$ cat src/rtl/system86_video_defs.sv
// Shared video capture definitions: FSM state codes
// and flag positions inside each buffered pixel word.
package system86_video_defs;

  localparam logic [1:0] ST_IDLE    = 2'd0;
  localparam logic [1:0] ST_WAIT_VS = 2'd1;
  localparam logic [1:0] ST_CAPTURE = 2'd2;
  localparam logic [1:0] ST_DRAIN   = 2'd3;

  // Word layout is {sof, sol, R, G, B}.
  localparam int FLAG_W  = 2;
  localparam int SOL_OFS = 0;
  localparam int SOF_OFS = 1;

  localparam int PIX_CNT_W = 20;

  typedef logic [PIX_CNT_W-1:0] pix_cnt_t;

  function automatic int flag_bit(
    input int color_w,
    input int ofs
  );
    return 3 * color_w + ofs;
  endfunction

endpackage

$ cat src/rtl/video_capture_fifo.sv
// Pixel buffer with a registered head word; a word written
// into an empty buffer is shown to the consumer one cycle later.
module video_capture_fifo #(
  parameter int WIDTH = 26,
  parameter int DEPTH = 16
) (
  input  logic             CLK_6M,
  input  logic             rst,
  input  logic             push_i,
  input  logic [WIDTH-1:0] wdata_i,
  input  logic             pop_i,
  output logic [WIDTH-1:0] head_o,
  output logic             valid_o,
  output logic             full_o,
  output logic             empty_o
);

  localparam int AW = $clog2(DEPTH);

  logic [WIDTH-1:0] mem_q [DEPTH];
  logic [AW-1:0]    wr_q;
  logic [AW-1:0]    rd_q;
  logic [AW-1:0]    rd_nxt;
  logic [AW:0]      cnt_q;
  logic [AW:0]      cnt_d;
  logic [WIDTH-1:0] head_q;
  logic [WIDTH-1:0] head_d;
  logic             fresh_q;
  logic             fresh_d;
  logic             push_ok;
  logic             pop_ok;

  assign empty_o = (cnt_q == '0);
  assign full_o  = (cnt_q == (AW+1)'(DEPTH));
  assign valid_o = ~empty_o & ~fresh_q;
  assign head_o  = head_q;

  assign pop_ok  = pop_i & valid_o;
  assign push_ok = push_i & (~full_o | pop_ok);
  assign rd_nxt  = rd_q + AW'(1);

  always_comb begin
    cnt_d   = cnt_q;
    head_d  = head_q;
    fresh_d = 1'b0;
    if (push_ok && !pop_ok)
      cnt_d = cnt_q + (AW+1)'(1);
    else if (pop_ok && !push_ok)
      cnt_d = cnt_q - (AW+1)'(1);
    // A bypassed word must sit one cycle before it is visible.
    if (pop_ok) begin
      if (cnt_q != (AW+1)'(1)) begin
        head_d = mem_q[rd_nxt];
      end else if (push_ok) begin
        head_d  = wdata_i;
        fresh_d = 1'b1;
      end
    end else if (empty_o && push_ok) begin
      head_d  = wdata_i;
      fresh_d = 1'b1;
    end
  end

  always_ff @(posedge CLK_6M) begin
    if (!rst) begin
      wr_q    <= '0;
      rd_q    <= '0;
      cnt_q   <= '0;
      head_q  <= '0;
      fresh_q <= 1'b0;
    end else begin
      if (push_ok) wr_q <= wr_q + AW'(1);
      if (pop_ok)  rd_q <= rd_nxt;
      cnt_q   <= cnt_d;
      head_q  <= head_d;
      fresh_q <= fresh_d;
    end
  end

  always_ff @(posedge CLK_6M) begin
    if (push_ok) mem_q[wr_q] <= wdata_i;
  end

endmodule

$ cat src/rtl/video_frame_capture.sv
// Armed single-frame video grabber: waits for a VSYNC edge,
// buffers active pixels with frame/line flags until the next.
module video_frame_capture
  import system86_video_defs::*;
#(
  parameter int COLOR_W         = 8,
  parameter int FIFO_DEPTH      = 16,
  parameter int SYNC_ACTIVE_LOW = 1
) (
  input  logic                 CLK_6M,
  input  logic                 rst,
  input  logic                 HSYNC,
  input  logic                 VSYNC,
  input  logic                 HBLANK,
  input  logic                 VBLANK,
  input  logic [COLOR_W-1:0]   R,
  input  logic [COLOR_W-1:0]   G,
  input  logic [COLOR_W-1:0]   B,
  input  logic                 arm,
  input  logic                 px_ready,
  output logic                 px_valid,
  output logic [3*COLOR_W-1:0] px_data,
  output logic                 px_sof,
  output logic                 px_sol,
  output logic                 busy,
  output logic                 overflow,
  output logic                 frame_done,
  output logic [19:0]          pix_count
);

  localparam int PW    = 3 * COLOR_W;
  localparam int WW    = PW + FLAG_W;
  localparam int SOF_B = flag_bit(COLOR_W, SOF_OFS);
  localparam int SOL_B = flag_bit(COLOR_W, SOL_OFS);
  localparam pix_cnt_t CNT_MAX = '1;

  logic       vs_now;
  logic       vs_prev_q;
  logic       vs_start;
  logic       act;
  logic       act_prev_q;
  logic       sol;

  logic [1:0] state_q;
  logic [1:0] state_d;
  logic       sof_pend_q;
  logic       sof_pend_d;
  logic       ovf_q;
  logic       ovf_d;
  pix_cnt_t   cnt_q;
  pix_cnt_t   cnt_d;
  logic       done_q;
  logic       done_d;

  logic          push;
  logic          pop;
  logic [WW-1:0] wdata;
  logic [WW-1:0] head;
  logic          fifo_valid;
  logic          fifo_full;
  logic          fifo_empty;

  logic unused_hsync;
  assign unused_hsync = HSYNC;

  assign vs_now   = (SYNC_ACTIVE_LOW != 0) ? ~VSYNC : VSYNC;
  assign vs_start = vs_now & ~vs_prev_q;
  assign act      = ~HBLANK & ~VBLANK;
  assign sol      = act & ~act_prev_q;
  assign pop      = fifo_valid & px_ready;

  always_comb begin
    wdata        = '0;
    wdata[PW-1:0] = {R, G, B};
    wdata[SOL_B] = sol;
    wdata[SOF_B] = sof_pend_q;
  end

  always_comb begin
    state_d    = state_q;
    sof_pend_d = sof_pend_q;
    ovf_d      = ovf_q;
    cnt_d      = cnt_q;
    done_d     = 1'b0;
    push       = 1'b0;
    unique case (state_q)
      ST_IDLE: begin
        if (arm) begin
          state_d = ST_WAIT_VS;
          ovf_d   = 1'b0;
          cnt_d   = '0;
        end
      end
      ST_WAIT_VS: begin
        if (vs_start) begin
          state_d    = ST_CAPTURE;
          sof_pend_d = 1'b1;
        end
      end
      ST_CAPTURE: begin
        if (vs_start) state_d = ST_DRAIN;
        else if (act) push = 1'b1;
      end
      ST_DRAIN: begin
        if (fifo_empty) begin
          state_d = ST_IDLE;
          done_d  = 1'b1;
        end
      end
      default: state_d = ST_IDLE;
    endcase
    // A pop in the same cycle frees the slot a full buffer needs.
    if (push) begin
      sof_pend_d = 1'b0;
      if (fifo_full && !pop)
        ovf_d = 1'b1;
      else if (cnt_q != CNT_MAX)
        cnt_d = cnt_q + pix_cnt_t'(1);
    end
  end

  always_ff @(posedge CLK_6M) begin
    if (!rst) begin
      state_q    <= ST_IDLE;
      sof_pend_q <= 1'b0;
      ovf_q      <= 1'b0;
      cnt_q      <= '0;
      done_q     <= 1'b0;
      vs_prev_q  <= 1'b0;
      act_prev_q <= 1'b0;
    end else begin
      state_q    <= state_d;
      sof_pend_q <= sof_pend_d;
      ovf_q      <= ovf_d;
      cnt_q      <= cnt_d;
      done_q     <= done_d;
      vs_prev_q  <= vs_now;
      act_prev_q <= act;
    end
  end

  video_capture_fifo #(
    .WIDTH(WW),
    .DEPTH(FIFO_DEPTH)
  ) u_fifo (
    .CLK_6M  (CLK_6M),
    .rst     (rst),
    .push_i  (push),
    .wdata_i (wdata),
    .pop_i   (pop),
    .head_o  (head),
    .valid_o (fifo_valid),
    .full_o  (fifo_full),
    .empty_o (fifo_empty)
  );

  assign px_valid   = fifo_valid;
  assign px_data    = head[PW-1:0];
  assign px_sof     = head[SOF_B];
  assign px_sol     = head[SOL_B];
  assign busy       = (state_q != ST_IDLE);
  assign overflow   = ovf_q;
  assign frame_done = done_q;
  assign pix_count  = cnt_q;

endmodule

$ cat config.mk
export PLATFORM = sky130hd
export DESIGN_NAME = video_frame_capture
export DESIGN_NICKNAME = d
export VERILOG_FILES = /design/src/rtl/system86_video_defs.sv /design/src/rtl/video_capture_fifo.sv /design/src/rtl/video_frame_capture.sv
export SDC_FILE = /design/constraint.sdc
export NUM_CORES = 1
export LEC_CHECK = 0
export ABC_AREA = 1
export CORE_ASPECT_RATIO = 0.9
export CORE_MARGIN = 8
export CORE_UTILIZATION = 50
export DETAILED_ROUTE_END_ITERATION = 10
export HOLD_SLACK_MARGIN = 0.15
export PLACE_DENSITY = 0.67
export SLEW_MARGIN = 30
export SYNTH_ARGS = -nofsm -noshare
export SYNTH_HDL_FRONTEND = slang
export SYNTH_HIERARCHICAL = 1
export SYNTH_SLANG_ARGS = --single-unit
$ cat constraint.sdc
create_clock -name CLK_6M -period 6.12 [get_ports CLK_6M]
set_clock_uncertainty 0.15 [all_clocks]
set_input_delay 0.612 -clock CLK_6M [delete_from_list [all_inputs] [get_ports CLK_6M]]
set_output_delay 0.612 -clock CLK_6M [all_outputs]
set_load 0.05 [all_outputs]
# [Yosys cells after proc, flatten, opt, wreduce, memory -nomap -nowiden]
# Memory sizes are Yosys's and may differ from the RTL's.
# Cells that the tools add are included.
[word_totals] n_memories=1 input_bits=32 register_bits=67 output_inout_bits=50 elab_cells=92 mem_bits_rw=416
[op_classes] n_bitwise=17 n_eq_ne=11 n_mux=29 n_reduce_logical=17 n_addsub=5
[mem_list] name="u_fifo.mem_q" depth=16 word_bits=26 rd=1 rd_clocked_by_memory_dff=0 wr=1 line_no="video_capture_fifo.sv:20" rtl="logic [WIDTH-1:0] mem_q [DEPTH];"
[op_table] op="two-way mux 26 bit" n=4
[op_table] op="two-way mux 20 bit" n=5
[op_table] op="adder 20 x 1 -> 20 bit, second input constant" n=1
[op_table] op="!= test 20 bit, second input constant" n=1
[op_table] op="two-way mux 1 bit" n=13
[op_table] op="two-way mux 5 bit" n=2
[op_table] op="NOT 1 bit" n=9
[op_table] op="adder 4 x 1 -> 4 bit, second input constant" n=2
[op_table] op="two-way mux 2 bit" n=4
[op_table] op="case mux 2 bit (4 select lines)" n=1
[op_table] op="bitwise AND 1 bit" n=7
[op_table] op="!= test 2 bit, second input constant" n=3
[op_table] op="AND reduction 2 bit" n=3
[op_table] op="nonzero test 2 bit" n=3
[op_table] op="adder 5 x 1 -> 5 bit, second input constant" n=1
[op_table] op="== test 5 bit, second input constant" n=1
[op_table] op="zero test 5 bit" n=1
[op_table] op="!= test 5 x 1 -> 1 bit, second input constant" n=1
[op_table] op="subtractor 5 x 1 -> 5 bit, second input constant" n=1
[op_table] op="== test 2 bit, second input constant" n=2
[op_table] op="logical AND 1 bit" n=4
[op_table] op="AND reduction 4 bit" n=1
[op_table] op="zero test 1 bit" n=3
[op_table] op="!= test 3 x 2 -> 1 bit, second input constant" n=1
[op_table] op="other kinds (5)" n=5

# [Longest topological paths before layout]
# Gate-level depths: netlist of the first run.
[depth] ltp_word=11 depth_mapped=14 depth_no_buf=14

# [Hierarchy]
# The synthesis of the first run kept the hierarchy.
[modules_own_cells] module="video_capture_fifo" area_each_um2=19463.7 n_inst=1 seq_area_each_um2=13292.7 cells_each=1901
[modules_own_cells] module="video_frame_capture" area_each_um2=1734.2 n_inst=1 seq_area_each_um2=540.5 cells_each=266

# [Worst setup path after synthesis of the first run]
# OpenSTA, ideal clock, no wires.
[synth_path] kind="flip-flop to flip-flop" from="register u_fifo.cnt_q[0]" to="memory u_fifo.mem_q[0][0] (enable)" stages_incl_launch_ff=14 path_slack_ps=2382 required_time_ps=5561 arrival_time_ps=3179 setup_time_ps=409 period_less_slack_ps=3738 n_path_buf=0 cell_sequence="dfxtp_1 inv_1 ha_1 nand3_2 nand2_1 inv_1 nand2_1 inv_1 nand3_2 nand2_1 nand2_1 inv_1 nand2_1 nor2_1"
[synth_between] elab_chain_cells=9 elab_cells_between_ends=11 cone_classes="eq/ne (1); mux (2); bitwise (7); reduce/logical (1)"
[synth_rtl] element="start: declaration" line_no="video_capture_fifo.sv:24" rtl="logic [AW:0] cnt_q;"
[synth_rtl] element="start signal: assignment" line_no="video_capture_fifo.sv:74" rtl="cnt_q <= cnt_d;"
[synth_rtl] element="zero test 5 bit" line_no="video_capture_fifo.sv:33" rtl="assign empty_o = (cnt_q == '0);"
[synth_rtl] element="NOT 1 bit" line_no="video_capture_fifo.sv:35" rtl="assign valid_o = ~empty_o & ~fresh_q;"
[synth_rtl] element="bitwise AND 1 bit" line_no="video_capture_fifo.sv:35"
[synth_rtl] element="via px_valid" line_no="video_frame_capture.sv:21" rtl="output logic px_valid,"
[synth_rtl] element="bitwise AND 1 bit" line_no="video_frame_capture.sv:70" rtl="assign pop = fifo_valid & px_ready;"
[synth_rtl] element="via pop" line_no="video_frame_capture.sv:56" rtl="logic pop;"
[synth_rtl] element="bitwise AND 1 bit" line_no="video_capture_fifo.sv:38" rtl="assign pop_ok = pop_i & valid_o;"
[synth_rtl] element="bitwise OR 1 bit" line_no="video_capture_fifo.sv:39" rtl="assign push_ok = push_i & (~full_o | pop_ok);"
[synth_rtl] element="bitwise AND 1 bit" line_no="video_capture_fifo.sv:39"
[synth_rtl] element="two-way mux 1 bit" line_no="video_capture_fifo.sv:81" rtl="if (push_ok) mem_q[wr_q] <= wdata_i;"
[synth_rtl] element="two-way mux 1 bit (not written as such)" line_no="video_capture_fifo.sv:81"
[synth_rtl] element="end: declaration" line_no="video_capture_fifo.sv:20"
# The timed path passes the listed nets, and every way through them passes these cells.

# [Final worst setup path of the first run]
[layout_path] from="register u_fifo.cnt_q[0]" to="memory u_fifo.mem_q[2][14] (enable)"
[layout_between] elab_chain_cells=9 elab_cells_between_ends=11 cone_classes="eq/ne (1); mux (2); bitwise (7); reduce/logical (1)"
[layout_rtl] element="zero test 5 bit" line_no="video_capture_fifo.sv:33"
[layout_rtl] element="NOT 1 bit" line_no="video_capture_fifo.sv:35"
[layout_rtl] element="bitwise AND 1 bit" line_no="video_capture_fifo.sv:35"
[layout_rtl] element="bitwise AND 1 bit" line_no="video_frame_capture.sv:70"
[layout_rtl] element="via pop" line_no="video_frame_capture.sv:56"
[layout_rtl] element="bitwise AND 1 bit" line_no="video_capture_fifo.sv:38"
[layout_rtl] element="bitwise OR 1 bit" line_no="video_capture_fifo.sv:39"
[layout_rtl] element="bitwise AND 1 bit" line_no="video_capture_fifo.sv:39"
[layout_rtl] element="two-way mux 1 bit" line_no="video_capture_fifo.sv:81"
[layout_rtl] element="two-way mux 1 bit (not written as such)" line_no="video_capture_fifo.sv:81"
# The timed path passes the listed nets, and every way through them passes these cells.

==> results.sh, run 1 <==
export IMPL_status="finished clean"
export IMPL_fmaxAchievable_mhz=276
export IMPL_drtIter0Drc=1302
export IMPL_cts_buffer_depth=3
export IMPL_synth_area_leaders="edfxtp_1 (59%), nand2_1 (12%), nand3_1 (7.3%)"
export IMPL_synth_area_sq_mm=0.0212
export IMPL_area_growth_pct=16.5
export IMPL_slew_viol_final=0
export IMPL_layout_min_cycle_time_ps=3620
export IMPL_leakage_nw=9.63
export IMPL_final_core_util=0.590
export IMPL_synth_main_ff_cell="edfxtp_1"
export IMPL_cts_tree="done"
export IMPL_slew_headroom=0.362
export IMPL_gp_congestion=0.813
export IMPL_grt_setup_unrepaired="false"
export IMPL_async_flop_share=0
export IMPL_layout_common_cells="nand2_1 (664), edfxtp_1 (416), nand3_1 (309)"
export IMPL_synth_top_cell_by_area="edfxtp_1"
export IMPL_seq_power_share=0.527
export IMPL_via_per_inst=5.32
export IMPL_place_area_sq_mm=0.0231
export IMPL_cts_hold_buf=0
export IMPL_worstMarginPinSlew_ps=958
export IMPL_grt_max_degree=157
export IMPL_syn_area_per_cell_sq_um=9.78
export IMPL_cts_htree_levels=2
export IMPL_fp_dieH_um=211
export IMPL_synth_top_area_frac=0.589
export IMPL_tns_ps=0
export IMPL_finalHoldViolCount=0
export IMPL_startpoint_type="flop"
export IMPL_cpLargestDelayFamily="simple AND/OR/NAND/NOR gates"
export IMPL_worstPathCellList="inv_1 -> ha_1 -> nand3_2 -> nand2_1 -> inv_1 -> nand2_1 -> inv_1 -> nand3_2 -> nand2_1 -> nand2_1 -> inv_1 -> nand2_1 -> nor2_4 -> buf_4"
export IMPL_clock_tree_root_cell="clkbuf_16"
export IMPL_cp_end_kind="flop"
export IMPL_grt_overflow=0
export IMPL_antenna_found_initial=2
export IMPL_drt_pass1_iter_count=5
export IMPL_clk_latency_ps=580
export IMPL_synth_distinct_cells=40
export IMPL_place_inst=2730
export IMPL_post_cts_setup_buffers=0
export IMPL_ys_seq_elements=483
export IMPL_routed_wl_um=51800
export IMPL_vdd_drop_max_mv=0.197
export IMPL_timing_max_cap_violations=0
export IMPL_path_common_cell="nand2_1"
export IMPL_synth_edf_count=416
export IMPL_critPathMaxFanout=15
export IMPL_intPower_w=0.00544
export IMPL_drc=0
export IMPL_crit_buf_inv=5
export IMPL_synthCells=2167
export IMPL_initial_core_util=0.507
export IMPL_p_sw_w=0.00145
export IMPL_worst_ep_arrival_time_ps=3710
export IMPL_p_per_area_mw_per_mm2=279
export IMPL_wl_per_cell_um=18.3
export IMPL_grt_pass1_vias=14610
export IMPL_grt_pass1_wl_um=81000
export IMPL_finalNonFillerCells=2825
export IMPL_fin_area_sq_mm=0.0247
export IMPL_finalNetCount=2282
export IMPL_cts_sinks=483
export IMPL_synth_seq_area_share=0.653
export IMPL_switching_share=0.210
export IMPL_coreArea_sq_mm=0.0418
export IMPL_hp_class="reg2reg"
export IMPL_max_stage_delay_ps=550
export IMPL_post_route_period_util=0.592
export IMPL_slowest_stage="nor2_4"
export IMPL_postRouteAntennaNets=0
export IMPL_fillerInstances=3281
export IMPL_hpwl_um=30200
export IMPL_comb_power_share=0.043
export IMPL_critPathRequiredTime_ps=6210
export IMPL_die_w_um=233
export IMPL_drive_gt1_frac=0.0707
export IMPL_io_buffer_count=80
export IMPL_num_vias=15041
export IMPL_yosys_warnings=6
export IMPL_cts_made_buffers=50
export IMPL_die_area_sq_mm=0.0492
export IMPL_grtUsageTotal=0.210
export IMPL_rows=71
export IMPL_io_pins=82
export IMPL_setup_violations_final=0
export IMPL_cts_resized=0
export IMPL_clk_pin_slew_ps=60
export IMPL_crit_type="reg2reg"
export IMPL_p_clk_frac=0.430
export IMPL_syn_num_nets=2214
export IMPL_final_common_cell="nand2_1"
[path summary, 6_finish.rpt]
| kind | from | endpoint | slack [ps] | cells after the start |
|---|---|---|---|---|
| worst min register to register | u_fifo/head_o[16] | u_fifo/head_o[16] | 310 | 2 |
| worst max-delay path | u_fifo/cnt_q[0] | u_fifo/mem_q[2][14] | 2500 | 14 |
| worst min-delay path | u_fifo/head_o[16] | u_fifo/head_o[16] | 310 | 2 |
| worst max register to register | u_fifo/cnt_q[0] | u_fifo/mem_q[2][14] | 2500 | 14 |
[per-stage QoR]
stage | total power, W | hold WS (ps) | setup slack, ps
floorplan | 0.00386 | 322 | 2380
global placement | 0.00398 | 304 | 2190
detailed placement | 0.00399 | 308 | 2400
CTS | 0.00694 | 317 | 2500
global route | 0.00710 | 338 | 2210
finish | 0.00688 | 314 | 2500
[flip-flops by register name, summed over array words and instances (netlist names), 2 cells and up]
| register | flops |
|---|---|
| u_fifo/mem_q | 416 |
| u_fifo/cnt_q | 5 |
| state_q | 2 |
| u_fifo/wr_q | 4 |
| pix_count | 20 |
| u_fifo/head_o | 26 |
| u_fifo/rd_q | 4 |
[cell families after synthesis]
logic type                 share of synthesized area
AOI/OAI and AO/OA                             0.0326
DFF                                            0.653
xor gates and xnor gates                     0.00277
buffers and inverters                         0.0724
adders and majority gates                    0.00885
and+or+nand+nor                                0.231
[cells in the mapped netlist, drive strengths merged, types with 4 or more instances]
| cell type | instances |
|---|---|
| nand2 | 666 |
| edfxtp | 416 |
| nand3 | 315 |
| inv | 285 |
| nor2 | 151 |
| dfxtp | 67 |
| buf | 66 |
| a21oi | 62 |
| o21ai | 46 |
| clkbuf | 36 |
| ha | 15 |
| nor3 | 11 |
| o211ai | 11 |
| nand4 | 7 |
| xor2 | 4 |
[metal layers]
layer,track usage,share of wire,vias to the layer above,wire length (um)
li1,-,-,7238,-
met1,0.278,0.42,7184,21800
met2,0.355,0.49,523,25100
met3,0.0344,0.071,94,3660
met4,0.0623,0.023,2,1210
met5,0,0.00025,-,13
[power groups by stage]
stage / Combinational, W / Clock, W / Sequential [W]
after floorplan: 0.000137 / 0 / 0.00372
after global placement: 0.000284 / 0 / 0.00369
after detailed placement: 0.000294 / 0 / 0.00370
after CTS: 0.000296 / 0.00302 / 0.00363
after global routing: 0.000321 / 0.00315 / 0.00363
final: 0.000294 / 0.00296 / 0.00363
[final cells by class]
cell class	count	area, sq um	area share
clock buffers	82	1490	0.0604
well taps	547	684	0.0277
clock inverters	12	128	0.00517
inverters	285	1080	0.0437
flip-flops and latches	483	13800	0.560
multi-input cells	1297	6020	0.244
diodes	1	2.50	0.000101
repair buffers	118	1460	0.0591
[tightest hold or removal path: stages (launching register included)]
cell	delay, ps
dfxtp_1	310
nand2_1	60
a21oi_1	50
Power figures use the tool's default switching activity.
==> inputs of run 2 (changes only) <==
--- a/config.mk
+++ b/config.mk
@@ -11,7 +11,7 @@
 export CORE_UTILIZATION = 50
 export DETAILED_ROUTE_END_ITERATION = 10
 export HOLD_SLACK_MARGIN = 0.15
-export PLACE_DENSITY = 0.67
+export PLACE_DENSITY = 0.7
 export SLEW_MARGIN = 30
 export SYNTH_ARGS = -nofsm -noshare
 export SYNTH_HDL_FRONTEND = slang
==> constraint.sdc (replaced) <==
create_clock -name CLK_6M -period 2.98 [get_ports CLK_6M]
set_clock_uncertainty 0.15 [all_clocks]
set_input_delay 0.298 -clock CLK_6M [delete_from_list [all_inputs] [get_ports CLK_6M]]
set_output_delay 0.298 -clock CLK_6M [all_outputs]
set_load 0.05 [all_outputs]
==> run 2 against run 1 <==
- register-to-register slack got worse by 2300 ps
- clock-buffer cell count decreased by 12
- non-clock buffer count increased by 28
- combinational power increased by 120%
- cell area increased by 0.51%
- wire length decreased by 2.6%
- worst setup slack got worse by 2300 ps
- flip-flop and latch count unchanged
- power increased by 100%
- via count increased by 0.25%
- sequential share of layout area decreased by 0.29 points
==> results.sh, run 2 (synthesized netlist as in run 1, its figures left out) <==
export IMPL_status="finished clean"
export IMPL_grt_max_degree=145
export IMPL_startpoint_type="flop"
export IMPL_drive_gt1_frac=0.0856
export IMPL_fmaxAchievable_mhz=356
export IMPL_setup_violations_final=0
export IMPL_top_layer_used="met4"
export IMPL_multi_input_area_sq_mm=0.00603
export IMPL_hp_class="in2reg"
export IMPL_rows=71
export IMPL_slew_headroom=0.459
export IMPL_r2r_start="u_fifo/cnt_q[0]"
export IMPL_finalHoldViolCount=0
export IMPL_grt_pass1_vias=14549
export IMPL_post_route_period_util=0.941
export IMPL_fin_area_sq_mm=0.0248
export IMPL_layout_min_cycle_time_ps=2810
export IMPL_final_common_cell="nand2_1"
export IMPL_fp_dieH_um=211
export IMPL_setup_slack_ps=175
export IMPL_cts_hold_buf=0
export IMPL_grtUsageTotal=0.203
export IMPL_initial_core_util=0.507
export IMPL_grt_overflow=0
export IMPL_critPathRequiredTime_ps=3110
export IMPL_pre_cts_ws_ps=118
export IMPL_num_vias=15079
export IMPL_clock_tree_root_cell="clkbuf_16"
export IMPL_leakage_nw=9.76
export IMPL_hpwl_um=29900
export IMPL_wl_per_cell_um=17.7
export IMPL_cts_sinks=483
export IMPL_grt_pass1_wl_um=78800
export IMPL_die_area_sq_mm=0.0492
export IMPL_io_buffer_count=80
export IMPL_crit_type="reg2reg"
export IMPL_vdd_drop_max_mv=0.435
export IMPL_critPathMaxFanout=10
export IMPL_finalNonFillerCells=2850
export IMPL_layout_common_cells="nand2_1 (661), edfxtp_1 (416), nand3_1 (309)"
export IMPL_area_growth_pct=17.1
export IMPL_fillerInstances=3297
export IMPL_wl_met1_um=21300
export IMPL_crit_start="u_fifo/cnt_q[0]"
export IMPL_largest_reg_flops=416
export IMPL_fin_hold_ws_ps=220
export IMPL_postRouteAntennaNets=0
export IMPL_clk_latency_ps=580
export IMPL_cp_end_kind="flop"
export IMPL_met2_length_um=24400
export IMPL_io_pins=82
export IMPL_gp_congestion=0.888
export IMPL_cts_made_buffers=49
export IMPL_cts_htree_levels=2
export IMPL_regMostFlops="u_fifo/mem_q"
export IMPL_drc=0
export IMPL_tns_ps=0
export IMPL_antenna_found_initial=0
export IMPL_cts_buffer_depth=3
export IMPL_clk_pin_slew_ps=60
export IMPL_place_area_sq_mm=0.0232
export IMPL_via_per_inst=5.29
export IMPL_worstMarginPinSlew_ps=811
export IMPL_routed_wl_um=50400
export IMPL_slew_viol_final=0
export IMPL_die_w_um=233
export IMPL_drtIter0Drc=1468
export IMPL_grt_setup_unrepaired="false"
export IMPL_dr_wl_met3_um=3410
export IMPL_worst_ep_arrival_time_ps=2940
export IMPL_regArea_sq_mm=0.0138
export IMPL_drt_pass1_iter_count=5
export IMPL_place_inst=2758
export IMPL_p_per_area_mw_per_mm2=568
export IMPL_post_cts_setup_buffers=0
export IMPL_coreArea_sq_mm=0.0418
export IMPL_finalNetCount=2309
export IMPL_timing_max_cap_violations=0
export IMPL_min_delay_start="VSYNC"
export IMPL_cts_tree="done"
## run 2: cell types whose count changed in the layout (fill, tap and decap cells not counted), sizes merged
cell,before,now
clkbuf,82,70
clkdlybuf4s50,80,79
bufinv,2,3
buf,38,66
clkinvlp,1,3
dlymetal6s2s,0,1
clkinv,7,16
inv,287,284
## run 2: path summary, 6_finish.rpt
path         depth (start not counted)                  end  slack [ps]
max reg2reg                         14  u_fifo/mem_q[7][19]         170
max                                 14  u_fifo/mem_q[7][19]         170
min reg2reg                          2    u_fifo/head_o[16]         310
min                                  2            vs_prev_q         220
## run 2: metrics by stage
| step | util | power (W) |
|---|---|---|
| after floorplan | - | 0.00793 |
| after global placement | 0.555 | 0.00821 |
| after detailed placement | 0.555 | 0.00823 |
| after CTS | 0.593 | 0.0142 |
| after global routing | 0.593 | 0.0145 |
| final | 0.593 | 0.0141 |
## run 2: timing repair
| action | 4_1_cts | 5_1_grt |
|---|---|---|
| setup endpoints to repair | 0 | 47 |
| resized for setup | 0 | 4 |
| hold endpoints to repair | 0 | 0 |
## run 2: layout make-up
| cell class | instances | share of cell area |
|---|---|---|
| Antenna cell | 1 | 0.000101 |
| Clock buffer | 70 | 0.0562 |
| Clock inverter | 21 | 0.00776 |
| Inverter | 285 | 0.0435 |
| Multi-Input combinational cell | 1297 | 0.243 |
| Sequential cell | 483 | 0.557 |
| Tap cell | 547 | 0.0276 |
| Timing Repair Buffer | 146 | 0.0649 |
## run 2: per-layer routing
metal,GRT usage,vias up
met2,0.338,516
met1,0.272,7176
met5,0,-
li1,-,7295
met3,0.0281,92
met4,0.0686,0
## run 2: worst max-delay path, cell delays in order, from the launching register on
cell and delay [ps]:
dfxtp_1 430, inv_1 90, ha_1 250, nand3_2 130
nand2_1 100, clkinvlp_4 70, nand2_1 70, inv_1 100
nand3_2 80, nand2_1 60, nand2_1 150, inv_2 190
nand2_2 200, nor2_4 180, buf_4 230
## run 2: power breakdown
part / total (W) / switching [W] / internal (W)
Clock: 0.00602 / 0.00250 / 0.00352
Combinational: 0.000640 / 0.000444 / 0.000195
Sequential: 0.00745 / 0.0000469 / 0.00740
